## config.mk

```make
export PLATFORM = sky130hd
export DESIGN_NAME = uart_transmitter
export DESIGN_NICKNAME = d
export VERILOG_FILES = /design/src/rtl/uart_transmitter.sv
export SDC_FILE = /design/constraint.sdc
export NUM_CORES = 1
export LEC_CHECK = 0
export ABC_AREA = 0
export BUFFER_PORTS_ARGS = -buffer_cell sky130_fd_sc_hd__buf_2
export CAP_MARGIN = 30
export CORE_MARGIN = 5
export CORE_UTILIZATION = 35
export DETAILED_ROUTE_END_ITERATION = 8
export MAX_ROUTING_LAYER = met4
export PLACE_DENSITY_LB_ADDON = 0.15
export SLEW_MARGIN = 20
export SYNTH_ARGS = -nofsm -noshare
export SYNTH_HDL_FRONTEND = slang
export SYNTH_SLANG_ARGS = --single-unit
```

## constraint.sdc

```tcl
create_clock -name clk -period 5.2 [get_ports clk]
set_input_delay 0.78 -clock clk [delete_from_list [all_inputs] [get_ports clk]]
set_output_delay 0.78 -clock clk [all_outputs]
set_load 0.02 [all_outputs]
```

## src/rtl/uart_transmitter.sv

```systemverilog
// UART transmitter: baud-tick generator, frame/config latch, parity calculator
// and start/data/parity/stop sequencer on a single clock domain.
module uart_transmitter #(
  parameter int unsigned CLK_FREQ = 50_000_000
) (
  input  logic       clk,
  input  logic       rst,
  input  logic       send,
  input  logic       stop_bits,
  input  logic       data_length,
  input  logic [1:0] baud_rate,
  input  logic [1:0] parity_type,
  input  logic [7:0] data_in,
  output logic       tx,
  output logic       parity_out,
  output logic       tx_active,
  output logic       tx_done
);

  localparam logic [14:0] LAST_2400  = 15'(CLK_FREQ / 2400  - 1);
  localparam logic [14:0] LAST_4800  = 15'(CLK_FREQ / 4800  - 1);
  localparam logic [14:0] LAST_9600  = 15'(CLK_FREQ / 9600  - 1);
  localparam logic [14:0] LAST_19200 = 15'(CLK_FREQ / 19200 - 1);

  localparam logic [2:0] S_IDLE   = 3'd0;
  localparam logic [2:0] S_START  = 3'd1;
  localparam logic [2:0] S_DATA   = 3'd2;
  localparam logic [2:0] S_PARITY = 3'd3;
  localparam logic [2:0] S_STOP   = 3'd4;

  logic [14:0] r_baud_cnt;
  logic [1:0]  r_baud_sel;
  logic [14:0] w_baud_last;
  logic        w_tick;

  logic [2:0]  r_state;
  logic [7:0]  r_data;
  logic [7:0]  r_shift;
  logic        r_len8;
  logic [1:0]  r_par_type;
  logic        r_stop2;
  logic [2:0]  r_bit_cnt;
  logic        r_stop_cnt;
  logic        r_tx;
  logic        r_active;
  logic        r_done;

  logic        w_data_xor;
  logic        w_parity;
  logic        w_par_en;
  logic [2:0]  w_last_bit;

  always_comb begin
    w_baud_last = LAST_2400;
    case (baud_rate)
      2'b00:   w_baud_last = LAST_2400;
      2'b01:   w_baud_last = LAST_4800;
      2'b10:   w_baud_last = LAST_9600;
      default: w_baud_last = LAST_19200;
    endcase
  end

  assign w_tick = (r_baud_cnt == w_baud_last);

  // r_baud_sel remembers the previous selection so a rate change restarts the bit period
  always_ff @(posedge clk) begin
    if (rst) begin
      r_baud_cnt <= '0;
      r_baud_sel <= '0;
    end else begin
      r_baud_sel <= baud_rate;
      if ((baud_rate != r_baud_sel) || w_tick)
        r_baud_cnt <= '0;
      else
        r_baud_cnt <= r_baud_cnt + 15'd1;
    end
  end

  always_comb begin
    w_data_xor = r_len8 ? (^r_data) : (^r_data[6:0]);
    w_parity   = 1'b0;
    case (r_par_type)
      2'b01:   w_parity = ~w_data_xor;
      2'b10:   w_parity = w_data_xor;
      default: w_parity = 1'b0;
    endcase
  end

  assign w_par_en   = (r_par_type == 2'b01) || (r_par_type == 2'b10);
  assign w_last_bit = r_len8 ? 3'd7 : 3'd6;

  always_ff @(posedge clk) begin
    if (rst) begin
      r_state    <= S_IDLE;
      r_data     <= '0;
      r_shift    <= '0;
      r_len8     <= 1'b0;
      r_par_type <= '0;
      r_stop2    <= 1'b0;
      r_bit_cnt  <= '0;
      r_stop_cnt <= 1'b0;
      r_tx       <= 1'b1;
      r_active   <= 1'b0;
      r_done     <= 1'b0;
    end else begin
      r_done <= 1'b0;
      if (w_tick) begin
        case (r_state)
          S_IDLE: begin
            if (send) begin
              r_data     <= data_in;
              r_shift    <= data_in;
              r_len8     <= data_length;
              r_par_type <= parity_type;
              r_stop2    <= stop_bits;
              r_tx       <= 1'b0;
              r_active   <= 1'b1;
              r_state    <= S_START;
            end
          end
          S_START: begin
            r_tx      <= r_shift[0];
            r_shift   <= {1'b0, r_shift[7:1]};
            r_bit_cnt <= '0;
            r_state   <= S_DATA;
          end
          S_DATA: begin
            if (r_bit_cnt == w_last_bit) begin
              if (w_par_en) begin
                r_tx    <= w_parity;
                r_state <= S_PARITY;
              end else begin
                r_tx       <= 1'b1;
                r_stop_cnt <= 1'b0;
                r_state    <= S_STOP;
              end
            end else begin
              r_tx      <= r_shift[0];
              r_shift   <= {1'b0, r_shift[7:1]};
              r_bit_cnt <= r_bit_cnt + 3'd1;
            end
          end
          S_PARITY: begin
            r_tx       <= 1'b1;
            r_stop_cnt <= 1'b0;
            r_state    <= S_STOP;
          end
          S_STOP: begin
            if (r_stop_cnt == r_stop2) begin
              r_tx     <= 1'b1;
              r_active <= 1'b0;
              r_done   <= 1'b1;
              r_state  <= S_IDLE;
            end else begin
              r_stop_cnt <= 1'b1;
            end
          end
          default: begin
            r_tx     <= 1'b1;
            r_active <= 1'b0;
            r_state  <= S_IDLE;
          end
        endcase
      end
    end
  end

  assign tx         = r_tx;
  assign parity_out = w_parity;
  assign tx_active  = r_active;
  assign tx_done    = r_done;

endmodule

```

==> impl_results.md <==
* Status: completed
* CTS tree: built
* Port buffer count at 20
* Full die area at slightly below 9000 um2
* Vias per cell at 4.72
* Ant. Diodes at 0
* Synth Instances at 271
* Layout area overhead at 11.1%
* Fraction of layout cells with a size suffix above 1 at around 17%
* Clock Skews at 0.00740 ns
* Sink Count at 47
* Ports at 21
* Worst path slowest cell: nor4_4
* Leak at 1.04 nW
* Initial antenna violation count at 0
* Total Wirelength at 4.86 mm
* Post-Syn Area at 2470 um2
* Unrepaired setup endpoints after global routing: no
* Detailed placement HPWL at 3.66 mm
* Yosys reg bits at 47
* Hold/Removal Path Class: flip-flop to flip-flop
* Arrival time at the worst endpoint at 3.07 ns
* Root Driver: clkbuf_8
* R2r worst-path depth at 7
* Share of the synthesized area in the top cell type at 38.0%
* TritonCTS Buffers at 5
* Clock-pin slew on the worst setup and hold paths at 0.08 ns
* Synth Net Count at roughly 300
* Via Count at 1823
* CP cell instances: buf_2 > inv_1 > ha_1 > or3b_2 > a21oi_2 > o21ai_2 > nor4_4 > buf_6 > mux2i_1 > nor2_1
* Die height at ~94 um
* Critical path endpoint category: flip-flop
* CTS Buffer Depth at 2
* Cell with the most instances after synthesis: nor2_1
* Slew HR at roughly 54%
* DRT iter0 DRCs at 62
* First-pass GRT wire length at around 8.4 mm
* Max frequency at between 300 and 400 MHz
* Synth area leaders: dfxtp_1 (38%), mux2i_1 (8.9%), nor2_1 (8.0%)
* Max FO, Critical Path at 7
* Finish-stage setup viols at 0
* Sequential area share after synthesis at approximately two fifths
* Max VDD drop at 0.108 mV
* Hold depth at 1
* Worst-margin pin slew at 0.691 ns
* Post-route cell area at about 2700 um2
* Number of synthesized flops with an enable pin at 0
* Fin crit share at between 50% and 60%
* Placement Cell Area at 2650 um2
* Total GRT Usage at roughly 12%
* Async SR Flop Fraction at 0%
* Pre-Repair DR Iteration Count at 4
* DIE WIDTH at 94.1 um
* Number of cell rows at 30
* Ys flop type: dfxtp_1
* Max-cap violations at 0
* Leading area contributor after synthesis: dfxtp_1
* CP peak stage delay at 0.65 ns
* Post-CTS Setup Bufs at 0
* Cts repair resizes at 0
* Syn avg cell area at just over 9 um2
* Setup_tns at 0 ns
* GP Congestion at 0.815
* Commonest cells in the netlist: nor2_1 (53), dfxtp_1 (47), mux2i_1 (22), nand2_1 (18), xnor2_1 (13)
* Largest net degree at the start of global routing at 40
* Worst slack at placement at roughly 2.0 ns
* CP startpoint kind: input port
* R2r setup slk at 2.79 ns
* Hold Buf Count CTS at 0
* Final Worst Setup Slack at 2.29 ns
* Antenna Violating Nets Remaining at 0
* Max-slew violation count at 0
* DRC viols at 0
* Critical path class: input port to flip-flop
* Post-route minimum period at 2.91 ns
* Vias in the first global route at between 1500 and 2000
* Distinct cells, synth at 51
* Initial core utilization at 36.2%
* Worst skew pair latency at roughly 0.29 ns
* H-tree Lvls at 2
* GRT overflow at 0
* Core box area at 6830 um2
* P per Cell Area at 238 nW/um2
* Final Hold Viols at 0
* WL per Instance at 12.6 um
* Worst endpoint required time at 5.36 ns
* Synthesis Warnings at 0
* Fin nets at 316
placed cells by master (no fill, tap or decap), types with 2 or more instances in the layout:
cell / instances
and2_1: 2
mux2_2: 8
inv_1: 5
or4_1: 3
and3_1: 4
ha_1: 9
xor2_1: 11
nor3_1: 4
nor2_1: 53
clkbuf_8: 5
nor2b_1: 3
a211oi_1: 4
buf_2: 20
nand2_1: 18
or2_2: 2
or3_1: 2
nor4_4: 2
o211ai_1: 2
xnor2_1: 13
a21oi_1: 4
mux2i_1: 22
o21ai_0: 4
nand3_1: 9
nand4_1: 2
dfxtp_1: 47
nor4_1: 3
nand2b_1: 4
per-layer routing:
metal | vias up | share of wire [%] | track usage [%]
met5 | - | 0 | -
li1 | 966 | - | -
met1 | 836 | 52 | 15.7
met4 | 0 | 0.72 | 3.25
met3 | 2 | 2.4 | 2.72
met2 | 19 | 45 | 19.3
sequential cells by signal, summed over array words and instances (netlist names), 2 cells and up:
name and count:
r_bit_cnt 3, r_baud_cnt 15, r_shift 8, r_state 3, r_par_type 2, r_data 8, r_baud_sel 2
power breakdown:
part / total, W / switching [W] / internal, W / leakage [nW]
Clock: 0.000256 / 0.000115 / 0.000141 / 0.0513
Sequential: 0.000362 / 0.00000113 / 0.000361 / 0.379
Combinational: 0.0000366 / 0.0000218 / 0.0000148 / 0.612
Total: 0.000655 / 0.000138 / 0.000517 / 1.04
area by class of cell:
type                    instances  area, um2
inverters                       5       18.8
repair buffers                 21        111
well taps                      96        120
clock buffers                   6       72.6
clock inverters                 1       30.0
multi-input cells             210       1460
fillers                       707       4080
flip-flops and latches         47        941
worst paths after layout:
| check | endpoint | start |
|---|---|---|
| worst min-delay path | r_baud_cnt[0]$_SDFF_PP0_ | r_baud_cnt[0]$_SDFF_PP0_ |
| worst min register to register | r_baud_cnt[0]$_SDFF_PP0_ | r_baud_cnt[0]$_SDFF_PP0_ |
| worst max-delay path | r_data[1]$_SDFFE_PP0P_ | baud_rate[1] |
| worst max register to register | r_data[1]$_SDFFE_PP0P_ | r_baud_cnt[3]$_SDFF_PP0_ |
worst max-delay path, delay by kind of cell:
kind	cells	cell delay (ns)
and+or+nand+nor	3	1.16
buffers and inverters	3	0.45
AOI/OAI and AO/OA	2	0.28
adders and majority gates	1	0.20
muxes	1	0.19
kinds of logic after synthesis:
| kind of cell | after synthesis | synth area share [%] |
|---|---|---|
| xor gates and xnor gates | 25 | 9.40 |
| buffers and inverters | 14 | 3.18 |
| AOI/OAI and AO/OA | 24 | 6.93 |
| adders and majority gates | 9 | 4.55 |
| and+or+nand+nor | 122 | 25.4 |
| DFF | 47 | 38.0 |
| muxes | 30 | 12.5 |
metrics by stage:
step	hold WS, ns	power, W	utilization (%)	cells
floorplan	0.441	0.000395	-	271
global placement	0.463	0.000408	38.6	378
detailed placement	0.475	0.000408	38.7	379
CTS	0.494	0.000666	40.2	386
global route	0.530	0.000685	40.2	386
finish	0.486	0.000655	40.2	386
(Power assumes the default switching activity.)
